==> config.mk <==
export PLATFORM = sky130hd
export DESIGN_NAME = zigzag_varint_ser
export DESIGN_NICKNAME = d
export VERILOG_FILES = /design/src/rtl/zigzag_varint_ser.sv
export SDC_FILE = /design/constraint.sdc
export NUM_CORES = 1
export LEC_CHECK = 0
export ABC_AREA = 1
export CELL_PAD_IN_SITES_DETAIL_PLACEMENT = 2
export CELL_PAD_IN_SITES_GLOBAL_PLACEMENT = 2
export CORE_MARGIN = 2
export CORE_UTILIZATION = 32
export CTS_CLUSTER_DIAMETER = 50
export DETAILED_ROUTE_END_ITERATION = 10
export PLACE_DENSITY = 0.85
export SYNTH_ARGS = -nofsm -noshare
export SYNTH_HDL_FRONTEND = slang
export SYNTH_SLANG_ARGS = --single-unit
==> constraint.sdc <==
create_clock -name clk -period 16.98 [get_ports clk]
set_input_delay 4.245 -clock clk [delete_from_list [all_inputs] [get_ports clk]]
set_output_delay 4.245 -clock clk [all_outputs]
set_load 0.02 [all_outputs]
==> src/rtl/zigzag_varint_ser.sv <==
// Streaming protobuf varint serializer with optional zigzag pre-encode.
// Emits LEB128 bytes over a valid/ready stream, up to OUT_BYTES per beat.
module zigzag_varint_ser #(
  parameter int unsigned OUT_BYTES  = 1,
  parameter bit          SIGN_EXT32 = 1'b1
) (
  input  logic                             clk,
  input  logic                             rst,
  input  logic                             in_valid,
  output logic                             in_ready,
  input  logic [63:0]                      in_data,
  input  logic                             in_zz,
  input  logic                             in_is_32,
  output logic                             out_valid,
  input  logic                             out_ready,
  output logic [8*OUT_BYTES-1:0]           out_data,
  output logic [$clog2(OUT_BYTES+1)-1:0]   out_cnt,
  output logic                             out_last,
  output logic [3:0]                       out_len
);

  localparam int CW = $clog2(OUT_BYTES + 1);
  localparam int DW = 8 * OUT_BYTES;
  localparam logic [3:0] OB4 = 4'(OUT_BYTES);

  localparam logic [0:0] IDLE = 1'b0;
  localparam logic [0:0] EMIT = 1'b1;

  logic [0:0]    state_q, state_d;
  logic [63:0]   val_q, val_d;
  logic [3:0]    rem_q, rem_d;
  logic          ov_q, ov_d;
  logic [DW-1:0] od_q, od_d;
  logic [CW-1:0] oc_q, oc_d;
  logic          ol_q, ol_d;
  logic [3:0]    on_q, on_d;

  function automatic logic [63:0] pre_enc(
    input logic [63:0] x,
    input logic        zz,
    input logic        is32
  );
    logic [63:0] v;
    v = x;
    unique case (1'b1)
      (zz && is32):
        v = {32'd0, {x[30:0], 1'b0} ^ {32{x[31]}}};
      (zz && !is32):
        v = {x[62:0], 1'b0} ^ {64{x[63]}};
      (!zz && is32):
        v = SIGN_EXT32 ? {{32{x[31]}}, x[31:0]}
                       : {32'd0, x[31:0]};
      default:
        v = x;
    endcase
    return v;
  endfunction

  // Number of 7-bit groups up to the highest non-zero one; zero still needs one byte.
  function automatic logic [3:0] vlen(input logic [63:0] v);
    logic [3:0] n;
    n = 4'd1;
    for (int i = 1; i < 10; i++) begin
      if ((v >> (7 * i)) != 64'd0) n = 4'(i + 1);
    end
    return n;
  endfunction

  function automatic logic [DW-1:0] beat_data(
    input logic [63:0] r,
    input logic [3:0]  rem
  );
    logic [DW-1:0] d;
    d = '0;
    for (int j = 0; j < int'(OUT_BYTES); j++) begin
      if (4'(j) < rem) begin
        d[8*j +: 7] = r[7*j +: 7];
        d[8*j + 7]  = (4'(j) + 4'd1) < rem;
      end
    end
    return d;
  endfunction

  logic          fire;
  logic          last_fire;
  logic          accept;
  logic [63:0]   acc_v;
  logic [3:0]    acc_n;
  logic [63:0]   src_v;
  logic [3:0]    src_rem;
  logic [3:0]    take;
  logic [DW-1:0] beat;

  assign fire      = ov_q & out_ready;
  assign last_fire = fire & ol_q;
  assign in_ready  = (state_q == IDLE) | last_fire;
  assign accept    = in_valid & in_ready;

  assign acc_v   = pre_enc(in_data, in_zz, in_is_32);
  assign acc_n   = vlen(acc_v);
  assign src_v   = accept ? acc_v : val_q;
  assign src_rem = accept ? acc_n : rem_q;
  assign take    = (src_rem > OB4) ? OB4 : src_rem;
  assign beat    = beat_data(src_v, src_rem);

  always_comb begin
    state_d = state_q;
    val_d   = val_q;
    rem_d   = rem_q;
    ov_d    = ov_q;
    od_d    = od_q;
    oc_d    = oc_q;
    ol_d    = ol_q;
    on_d    = on_q;
    if (accept || (fire && !ol_q)) begin
      state_d = EMIT;
      ov_d    = 1'b1;
      od_d    = beat;
      oc_d    = CW'(take);
      ol_d    = src_rem <= OB4;
      val_d   = src_v >> (6'd7 * 6'(take));
      rem_d   = src_rem - take;
      if (accept) on_d = acc_n;
    end else if (last_fire) begin
      state_d = IDLE;
      ov_d    = 1'b0;
      od_d    = '0;
      oc_d    = '0;
      ol_d    = 1'b0;
      on_d    = 4'd0;
      val_d   = 64'd0;
      rem_d   = 4'd0;
    end
  end

  always_ff @(posedge clk) begin
    if (rst) begin
      state_q <= IDLE;
      val_q   <= 64'd0;
      rem_q   <= 4'd0;
      ov_q    <= 1'b0;
      od_q    <= '0;
      oc_q    <= '0;
      ol_q    <= 1'b0;
      on_q    <= 4'd0;
    end else begin
      state_q <= state_d;
      val_q   <= val_d;
      rem_q   <= rem_d;
      ov_q    <= ov_d;
      od_q    <= od_d;
      oc_q    <= oc_d;
      ol_q    <= ol_d;
      on_q    <= on_d;
    end
  end

  assign out_valid = ov_q;
  assign out_data  = od_q;
  assign out_cnt   = oc_q;
  assign out_last  = ol_q;
  assign out_len   = on_q;

endmodule

==> results of run 1 <==
==> worst max-delay path, delay by kind of cell <==
| kind | cells | cell delay (ns) |
|---|---|---|
| fa+ha+maj | 1 | 0.36 |
| compound gates | 2 | 0.37 |
| simple gates | 17 | 3.10 |
| buf+inv | 10 | 3.63 |
==> cells by family after synthesis <==
kind of cell	synth area share
simple gates	0.608
buf+inv	0.133
compound gates	0.0929
flops	0.148
fa+ha+maj	0.0149
xor+xnor	0.00311
other cells	0.000667
==> per-layer routing <==
metal	vias to the layer above	GRT usage
met5	-	0
met4	0	0.153
met3	124	0.0319
met2	448	0.545
met1	7722	0.405
li1	7215	-
==> cell usage after synthesis (14+ instances only) <==
cell type    n  share of area
buf_2       35          0.016
buf_4       14         0.0093
nand2_1    653           0.22
nand3_1    619           0.28
buf_1       23         0.0077
inv_1      197          0.066
dfxtp_1     83           0.15
o21ai_0     78          0.035
clkbuf_1    89          0.030
nor2_1     165          0.055
nand4_1     81          0.045
a21oi_1     92          0.041
==> stage by stage <==
step	area [um^2]	setup slack [ns]	hold slack [ns]	power (W)
floorplan	11300	7.93	0.442	0.00110
global placement	12200	5.33	0.453	0.00132
detailed placement	12200	5.20	0.460	0.00137
CTS	12500	5.56	0.470	0.00159
global route	12500	4.89	0.487	0.00186
finish	12500	5.45	0.470	0.00173
==> final timing paths <==
check,startpoint,endpoint
setup / recovery,in_zz,val_q[60]
hold reg to reg,val_q[48],val_q[48]
setup reg to reg,out_valid,val_q[60]
hold / removal,val_q[48],val_q[48]
==> layout make-up <==
| type | count | area share |
|---|---|---|
| sequential | 83 | 0.133 |
| timing repair buffer | 104 | 0.0789 |
| multi-input combinational | 1765 | 0.655 |
| tap | 455 | 0.0457 |
| clock inverter | 6 | 0.00592 |
| clock buffer | 9 | 0.0181 |
| inverter | 209 | 0.0629 |
==> flip-flops by register name (all words and copies together) (netlist names) <==
name       flops
rem_q          4
out_cnt        1
out_last       1
out_data       8
out_len        4
out_valid      1
val_q         64
==> where the power goes <==
group / switching (W) / internal [W]
sequential: 0.0000261 / 0.000234
clock: 0.000103 / 0.000115
combinational: 0.000906 / 0.000345
total: 0.00104 / 0.000694
==> flow_summary.json, run 1 <==
{
  "status": "complete, but fails checks",
  "violations": "slew limit",
  "fmax_mhz": 86.7,
  "clkLatencyLatePin_ns": 0.37,
  "num_rows": 68,
  "drv_slew": 31,
  "highest_layer": "met4",
  "setup_viol": 0,
  "nets": 2253,
  "post_cts_resized": 0,
  "grt_pass1_wl_um": 91900,
  "dp.cells": 2616,
  "synth_area_um2": 11300,
  "syn_avg_cell_area_um2": 5.09,
  "yosys_warnings": 0,
  "critPathRequiredTime_ns": 17.28,
  "worstHoldPathType": "reg2reg",
  "mostFrequentLayoutCells": "nand2_1 (651), nand3_1 (619), inv_1 (197), nor2_1 (162), a21oi_1 (92)",
  "final_util": 0.360,
  "num_antenna_cells": 0,
  "multi_input_area_um2": 8170,
  "whs_path_depth": 2,
  "final_common_cell": "nand2_1",
  "r2r_slack_ns": 10.11,
  "start_util": 0.325,
  "worstSetupPathType": "in2reg",
  "cts_hold_buf": 0,
  "synth_top_flop_cell": "dfxtp_1",
  "via_per_inst": 5.89,
  "clk_path_buf_depth": 2,
  "place_hpwl_um": 43200,
  "nFillCells": 4561,
  "grt_max_degree": 80,
  "pwr_density_cell_nw_per_um2": 139,
  "cp-start-kind": "primary input",
  "met3_wirelength_um": 2510,
  "period_needed_ns": 11.53,
  "cap_violations": 0,
  "ys_seq_area_frac": 0.148,
  "crit_path_frequent_cell": "buf_4",
  "drt_iter0_drc": 1264,
  "clk_pin_slew_worst_paths_ns": 0.07,
  "synth_cell_types": 40,
  "grt_usage": 0.321,
  "coreArea_um2": 34600,
  "overflow": 0,
  "grt_pass1_vias": 16300,
  "cpPeakStageDelay_ns": 0.73,
  "cts_sinks": 83,
  "route.detailed.drc": 0,
  "critical_path_arrival_ns": 11.83,
  "synthCells": 2210,
  "met2_length_um": 27700,
  "synth-seq-cells": 83,
  "grt_setup_unrepaired": "false",
  "area_growth_pct": 10.7,
  "regArea_um2": 1660,
  "htreeDepth": 3,
  "drtAntennaViolNets": 0,
  "ir_drop_mv": 0.120,
  "relSlewSlack": -0.818,
  "io_buffers": 85,
  "numCtsBuffers": 9,
  "fp.dieH_um": 192,
  "synth_edf_count": 0,
  "min_period_over_period": 0.679,
  "cts_tree": "done",
  "fin_skew_ns": 0.0135,
  "antenna_found_initial": 0,
  "fin_cells": 2631,
  "async_flop_share": 0,
  "final.setup.tns_ns": 0,
  "wl_per_cell_um": 22.3,
  "first_pass_iters": 5,
  "worst_pin_slew_ns": 2.72,
  "root_buffer": "clkbuf_16",
  "wl_um": 58600,
  "cp_max_fo": 79,
  "die_w_um": 192,
  "leakage_nw": 5.76,
  "post_cts_buffers": 0,
  "place.gp.congestion": 0.930,
  "wl_met1_um": 25400,
  "crit_slowest_cell": "nor2_2",
  "r2r.worst_path.cells": 23,
  "die_area_um2": 36700,
  "io_pins": 86,
  "hold_viol": 0,
  "layout-drive-gt1-share": 0.0308,
  "vias": 15500,
  "critPathCaptureType": "register"
}
Power figures use the tool's default switching activity.
==> run 2: changes to the inputs <==
--- a/config.mk
+++ b/config.mk
@@ -9,10 +9,10 @@
 export CELL_PAD_IN_SITES_DETAIL_PLACEMENT = 2
 export CELL_PAD_IN_SITES_GLOBAL_PLACEMENT = 2
 export CORE_MARGIN = 2
-export CORE_UTILIZATION = 32
+export CORE_UTILIZATION = 27
 export CTS_CLUSTER_DIAMETER = 50
 export DETAILED_ROUTE_END_ITERATION = 10
-export PLACE_DENSITY = 0.85
+export PLACE_DENSITY = 0.76
 export SYNTH_ARGS = -nofsm -noshare
 export SYNTH_HDL_FRONTEND = slang
 export SYNTH_SLANG_ARGS = --single-unit
==> constraint.sdc (replaced) <==
create_clock -name clk -period 9.5 [get_ports clk]
set_input_delay 2.375 -clock clk [delete_from_list [all_inputs] [get_ports clk]]
set_output_delay 2.375 -clock clk [all_outputs]
set_load 0.02 [all_outputs]
==> run 2 against run 1 <==
Against the previous run: the flow still finishes with violations (slew limit); non-clock buffer count is 2 higher; setup slack lost 4.3 ns; worst hold slack better by 0.0040 ns; critical endpoint is now val_q[18]; largest power group unchanged.
==> flow_summary.json, run 2 (same netlist as run 1, synthesis figures left out) <==
{
  "critPathCaptureType": "register",
  "wl_um": 60600,
  "nets": 2255,
  "status": "complete, but fails checks",
  "via_per_inst": 5.72,
  "route.detailed.drc": 0,
  "htreeDepth": 3,
  "worst_pin_slew_ns": 2.74,
  "worstHoldPathType": "reg2reg",
  "critPathRequiredTime_ns": 9.74,
  "fp.dieH_um": 208,
  "die_area_um2": 43300,
  "relSlewSlack": -0.836,
  "setup_viol": 0,
  "cap_violations": 0,
  "min_period_over_period": 0.883,
  "io_pins": 86,
  "coreArea_um2": 41000,
  "switching_power_w": 0.00187,
  "grt_usage": 0.277,
  "place_hpwl_um": 45300,
  "io_buffers": 85,
  "num_rows": 74,
  "crit_path_frequent_cell": "nand2_1",
  "final_area_um2": 12600,
  "post_cts_resized": 0,
  "first_pass_iters": 5,
  "post_cts_buffers": 0,
  "p_seq_frac": 0.148,
  "cts_sinks": 83,
  "fmax_mhz": 119,
  "cp.buffers_inverters": 3,
  "area_growth_pct": 11.9,
  "overflow": 0,
  "period_needed_ns": 8.39,
  "p_int_w": 0.00125,
  "grt_pass1_wl_um": 95200,
  "fin_cells": 2712,
  "dp.cells": 2695,
  "numCtsBuffers": 9,
  "min_from": "out_data[0]",
  "grt_max_degree": 79,
  "pwr-share-clk": 0.128,
  "place.gp.congestion": 0.862,
  "crit_slowest_cell": "clkdlybuf4s50_1",
  "mostFrequentLayoutCells": "nand2_1 (651), nand3_1 (619), inv_1 (197), nor2_1 (162), a21oi_1 (92)",
  "cp_max_fo": 37,
  "drv_slew": 31,
  "largest_reg_flops": 64,
  "cpPeakStageDelay_ns": 0.89,
  "nFillCells": 5402,
  "grt_pass1_vias": 16400,
  "worstSetupPathType": "in2reg",
  "clk_path_buf_depth": 2,
  "power_frac_comb": 0.724,
  "drtAntennaViolNets": 0,
  "p_sw_frac": 0.599,
  "critical-path-top-delay-family": "simple AND/OR/NAND/NOR gates",
  "drt_iter0_drc": 1219,
  "die_w_um": 208,
  "fin_skew_ns": 0.0104,
  "clkLatencyLatePin_ns": 0.37,
  "vias": 15500,
  "regMostFlops": "val_q",
  "antenna_found_initial": 2,
  "layout-drive-gt1-share": 0.0321,
  "cts_hold_buf": 0,
  "start_util": 0.274,
  "hold_viol": 0,
  "violations": "slew limit",
  "clk_pin_slew_worst_paths_ns": 0.08,
  "cp_cell_sequence": "clkdlybuf4s50_1, nand3_4, nand2_1, nor2b_1, nand2_1, nor2_1, nand3_1, nor3b_1, nand2_1, nand2_1, nand4_2, nor2_4, nand3_2, fa_1, ha_2, inv_2, buf_12, nand3_1, nand2_1, nand2_1, nand4_1, nand2_1, nand2_1, a21oi_1",
  "final_common_cell": "nand2_1",
  "root_buffer": "clkbuf_16",
  "cp-start-kind": "primary input",
  "grt_setup_unrepaired": "false",
  "cts_tree": "done",
  "final.setup.tns_ns": 0,
  "leakage_nw": 5.79,
  "wl_per_cell_um": 22.4,
  "worstReg2RegStart": "out_valid",
  "critical_path_arrival_ns": 8.63,
  "ir_drop_mv": 0.111,
  "critPathLaunch": "in_data[31]",
  "place_area_um2": 12300,
  "pwr_density_cell_nw_per_um2": 248
}
run 2: changes by cell type in the layout (fill, tap and decap cells not counted):
| cell | delta |
|---|---|
| buf_12 | +1 |
| buf_4 | +1 |
| clkinv_2 | +1 |
| clkinvlp_4 | -2 |
| diode_2 | +1 |
| inv_6 | +2 |
run 2: cell type report:
class | instances | area (um^2) | area share
tap | 532 | 666 | 0.0528
antenna | 1 | 2.50 | 0.000199
sequential | 83 | 1660 | 0.132
clock buffer | 9 | 225 | 0.0179
clock inverter | 7 | 81.3 | 0.00646
timing repair buffer | 106 | 1010 | 0.0803
multi-input combinational | 1765 | 8170 | 0.648
inverter | 209 | 785 | 0.0623
run 2: path summary, 6_finish.rpt:
| path | end | slack (ns) | cells after the start |
|---|---|---|---|
| max | val_q[18] | 1.11 | 24 |
| min | out_data[0] | 0.47 | 2 |
| max reg2reg | val_q[18] | 3.77 | 21 |
| min reg2reg | out_data[0] | 0.47 | 2 |
run 2: power by group through the flow:
stage	logic [W]	clock network, W	registers (W)
after global placement	0.00193	0	0.000464
final	0.00226	0.000399	0.000462
after floorplan	0.00152	0	0.000457
after detailed placement	0.00199	0	0.000468
after CTS	0.00201	0.000405	0.000460
after global routing	0.00248	0.000415	0.000467
run 2: worst register-to-register path: stages (launching register included):
cell,delay [ns]
dfxtp_1,0.35
nand2_1,0.49
inv_1,0.51
nand2_1,0.21
nand2_1,0.11
nand2_2,0.59
inv_1,0.30
nand2_1,0.27
nand4_2,0.20
nor2_4,0.14
nand3_2,0.12
fa_1,0.47
ha_2,0.31
inv_2,0.52
buf_12,0.29
nand3_1,0.18
nand2_1,0.10
nand2_1,0.08
nand4_1,0.08
nand2_1,0.12
nand2_1,0.10
a21oi_1,0.05
run 2: stage by stage:
step	utilization	hold slack [ns]	total power (W)	worst slack [ns]
after floorplan	-	0.442	0.00197	3.03
after global placement	0.300	0.451	0.00239	1.21
after detailed placement	0.300	0.464	0.00246	0.952
after CTS	0.307	0.476	0.00287	1.28
after global routing	0.307	0.491	0.00336	0.658
final	0.307	0.474	0.00312	1.11
run 2: routing by layer:
layer | vias up | global-route usage | part of all wire
met4 | 0 | 0.0933 | 0.036
met3 | 91 | 0.0287 | 0.040
met2 | 375 | 0.478 | 0.48
met1 | 7823 | 0.360 | 0.45
met5 | - | 0 | 0
li1 | 7224 | - | -
==> run 3: changes to the inputs <==
--- a/config.mk
+++ b/config.mk
@@ -10,9 +10,9 @@
 export CELL_PAD_IN_SITES_GLOBAL_PLACEMENT = 2
 export CORE_MARGIN = 2
 export CORE_UTILIZATION = 27
-export CTS_CLUSTER_DIAMETER = 50
 export DETAILED_ROUTE_END_ITERATION = 10
 export PLACE_DENSITY = 0.76
+export RECOVER_POWER = 100
 export SYNTH_ARGS = -nofsm -noshare
 export SYNTH_HDL_FRONTEND = slang
 export SYNTH_SLANG_ARGS = --single-unit
==> run 3 against run 2 <==
Against the previous run: the flow finishes with violations (capacitance limit, slew limit); count of clock-buffer cells in the layout stayed put; first-iteration DRC count shrank 7.1%; sequential power is essentially flat; flip-flop and latch count is the same; non-clock buffer count did not move; via count down 0.35%; sequential share of layout area about the same; final area fell by 0.27%; global-route usage stayed put; critical path depth shrank 10; final cell count is the same; critical endpoint is now val_q[9].
==> flow_summary.json, run 3 (same netlist as run 1, synthesis figures left out) <==
{
  "wl_per_cell_um": 22.3,
  "cts_tree": "done",
  "cap_violations": 1,
  "violations": "capacitance limit, slew limit",
  "cts_hold_buf": 0,
  "grt_pass1_vias": 16400,
  "io_pins": 86,
  "grt_usage": 0.277,
  "final.setup.tns_ns": 0,
  "die_w_um": 208,
  "overflow": 0,
  "min_period_over_period": 0.919,
  "final_area_um2": 12600,
  "fin_skew_ns": 0.0125,
  "drt_iter0_drc": 1133,
  "hold_viol": 0,
  "critical_path_arrival_ns": 9.05,
  "grt_pass1_wl_um": 95200,
  "nets": 2255,
  "status": "complete, but fails checks",
  "drtAntennaViolNets": 0,
  "pwr_density_cell_nw_per_um2": 248,
  "area_growth_pct": 11.6,
  "nFillCells": 5403,
  "largest_reg_flops": 64,
  "first_pass_iters": 5,
  "multi_input_area_um2": 8140,
  "cp_max_fo": 46,
  "worstSetupPathType": "in2reg",
  "mostFrequentLayoutCells": "nand2_1 (652), nand3_1 (620), inv_1 (198), nor2_1 (164), a21oi_1 (92)",
  "io_buffers": 85,
  "post_cts_resized": 0,
  "start_util": 0.274,
  "htreeDepth": 3,
  "clkLatencyLatePin_ns": 0.37,
  "route.detailed.drc": 0,
  "num_rows": 74,
  "final_common_cell": "nand2_1",
  "regMostFlops": "val_q",
  "antenna_found_initial": 2,
  "grt_setup_unrepaired": "false",
  "vias": 15500,
  "drv_slew": 64,
  "root_buffer": "clkbuf_16",
  "place.gp.congestion": 0.862,
  "relSlewSlack": -0.840,
  "period_needed_ns": 8.73,
  "regArea_um2": 1660,
  "fp.dieH_um": 208,
  "numCtsBuffers": 9,
  "clk_pin_slew_worst_paths_ns": 0.08,
  "total_power_w": 0.00311,
  "die_area_um2": 43300,
  "final.setup.worst_slack_ns": 0.768,
  "cpPeakStageDelay_ns": 1.59,
  "cts_sinks": 83,
  "ir_drop_mv": 0.111,
  "post_cts_buffers": 0,
  "critPathCaptureType": "register",
  "worstHoldPathType": "reg2reg",
  "place_ws_ns": 0.952,
  "critPathRequiredTime_ns": 9.82,
  "wl_um": 60600,
  "setup_viol": 0,
  "place_area_um2": 12300,
  "clk_path_buf_depth": 2,
  "crit_path_frequent_cell": "nand2_1",
  "leakage_nw": 5.82,
  "cp-start-kind": "primary input",
  "fmax_mhz": 115,
  "layout-drive-gt1-share": 0.0294,
  "cp_cell_sequence": "clkdlybuf4s50_1, nand2_1, inv_1, nand2_1, nand2_1, nand2_1, inv_1, clkbuf_2, nor2_2, clkbuf_2, nand2_1, nand3_1, nand2_1, inv_1",
  "via_per_inst": 5.70,
  "coreArea_um2": 41000,
  "crit_slowest_cell": "nor2_2",
  "worst_pin_slew_ns": 2.75,
  "place_hpwl_um": 45300,
  "grt_max_degree": 79
}
run 3: cell types whose count changed in the layout (fill, tap and decap cells not counted), sizes merged:
cell,change
dlygate4sd3,+17
clkbuf,+2
clkdlybuf4s50,-17
buf,-2
run 3: routing by layer:
| layer | share of wire | track usage | up-vias | wire length (um) |
|---|---|---|---|---|
| met5 | 0 | 0 | - | 0 |
| met4 | 0.037 | 0.0933 | 0 | 2210 |
| met3 | 0.039 | 0.0287 | 91 | 2350 |
| met2 | 0.48 | 0.478 | 340 | 28900 |
| met1 | 0.45 | 0.360 | 7804 | 27100 |
| li1 | - | - | 7223 | - |
run 3: path summary, 6_finish.rpt:
| kind | cells past startpoint | end | startpoint | slack, ns |
|---|---|---|---|---|
| max | 14 | val_q[9] | out_ready | 0.77 |
| min | 2 | out_data[0] | out_data[0] | 0.47 |
| max reg2reg | 13 | val_q[9] | out_valid | 2.82 |
| min reg2reg | 2 | out_data[0] | out_data[0] | 0.47 |
run 3: critical path, delay by kind of cell:
kind                   cells  cell delay (ns)
AND/OR/NAND/NOR            8             3.73
buffers and inverters      6             2.90
run 3: stage by stage:
| stage | hold slack (ns) | utilization | std cells |
|---|---|---|---|
| after floorplan | 0.442 | - | 2219 |
| after global placement | 0.451 | 0.300 | 2695 |
| after detailed placement | 0.464 | 0.300 | 2695 |
| after CTS | 0.476 | 0.307 | 2711 |
| after global routing | 0.488 | 0.306 | 2711 |
| final | 0.471 | 0.306 | 2712 |
run 3: area by class of cell:
cell class                 instances  share of cell area
multi-input combinational       1765               0.648
sequential                        83               0.132
timing repair buffer             106              0.0801
inverter                         209              0.0624
tap                              532              0.0530
clock buffer                       9              0.0179
clock inverter                     7             0.00647
antenna                            1            0.000199
run 3: where the power goes:
group          switching, W  leakage, nW  internal (W)  total, W
Combinational       0.00163         4.99      0.000622   0.00226
Sequential        0.0000432        0.677      0.000417  0.000461
Clock              0.000189        0.153      0.000209  0.000398
Total               0.00187         5.82       0.00125   0.00311
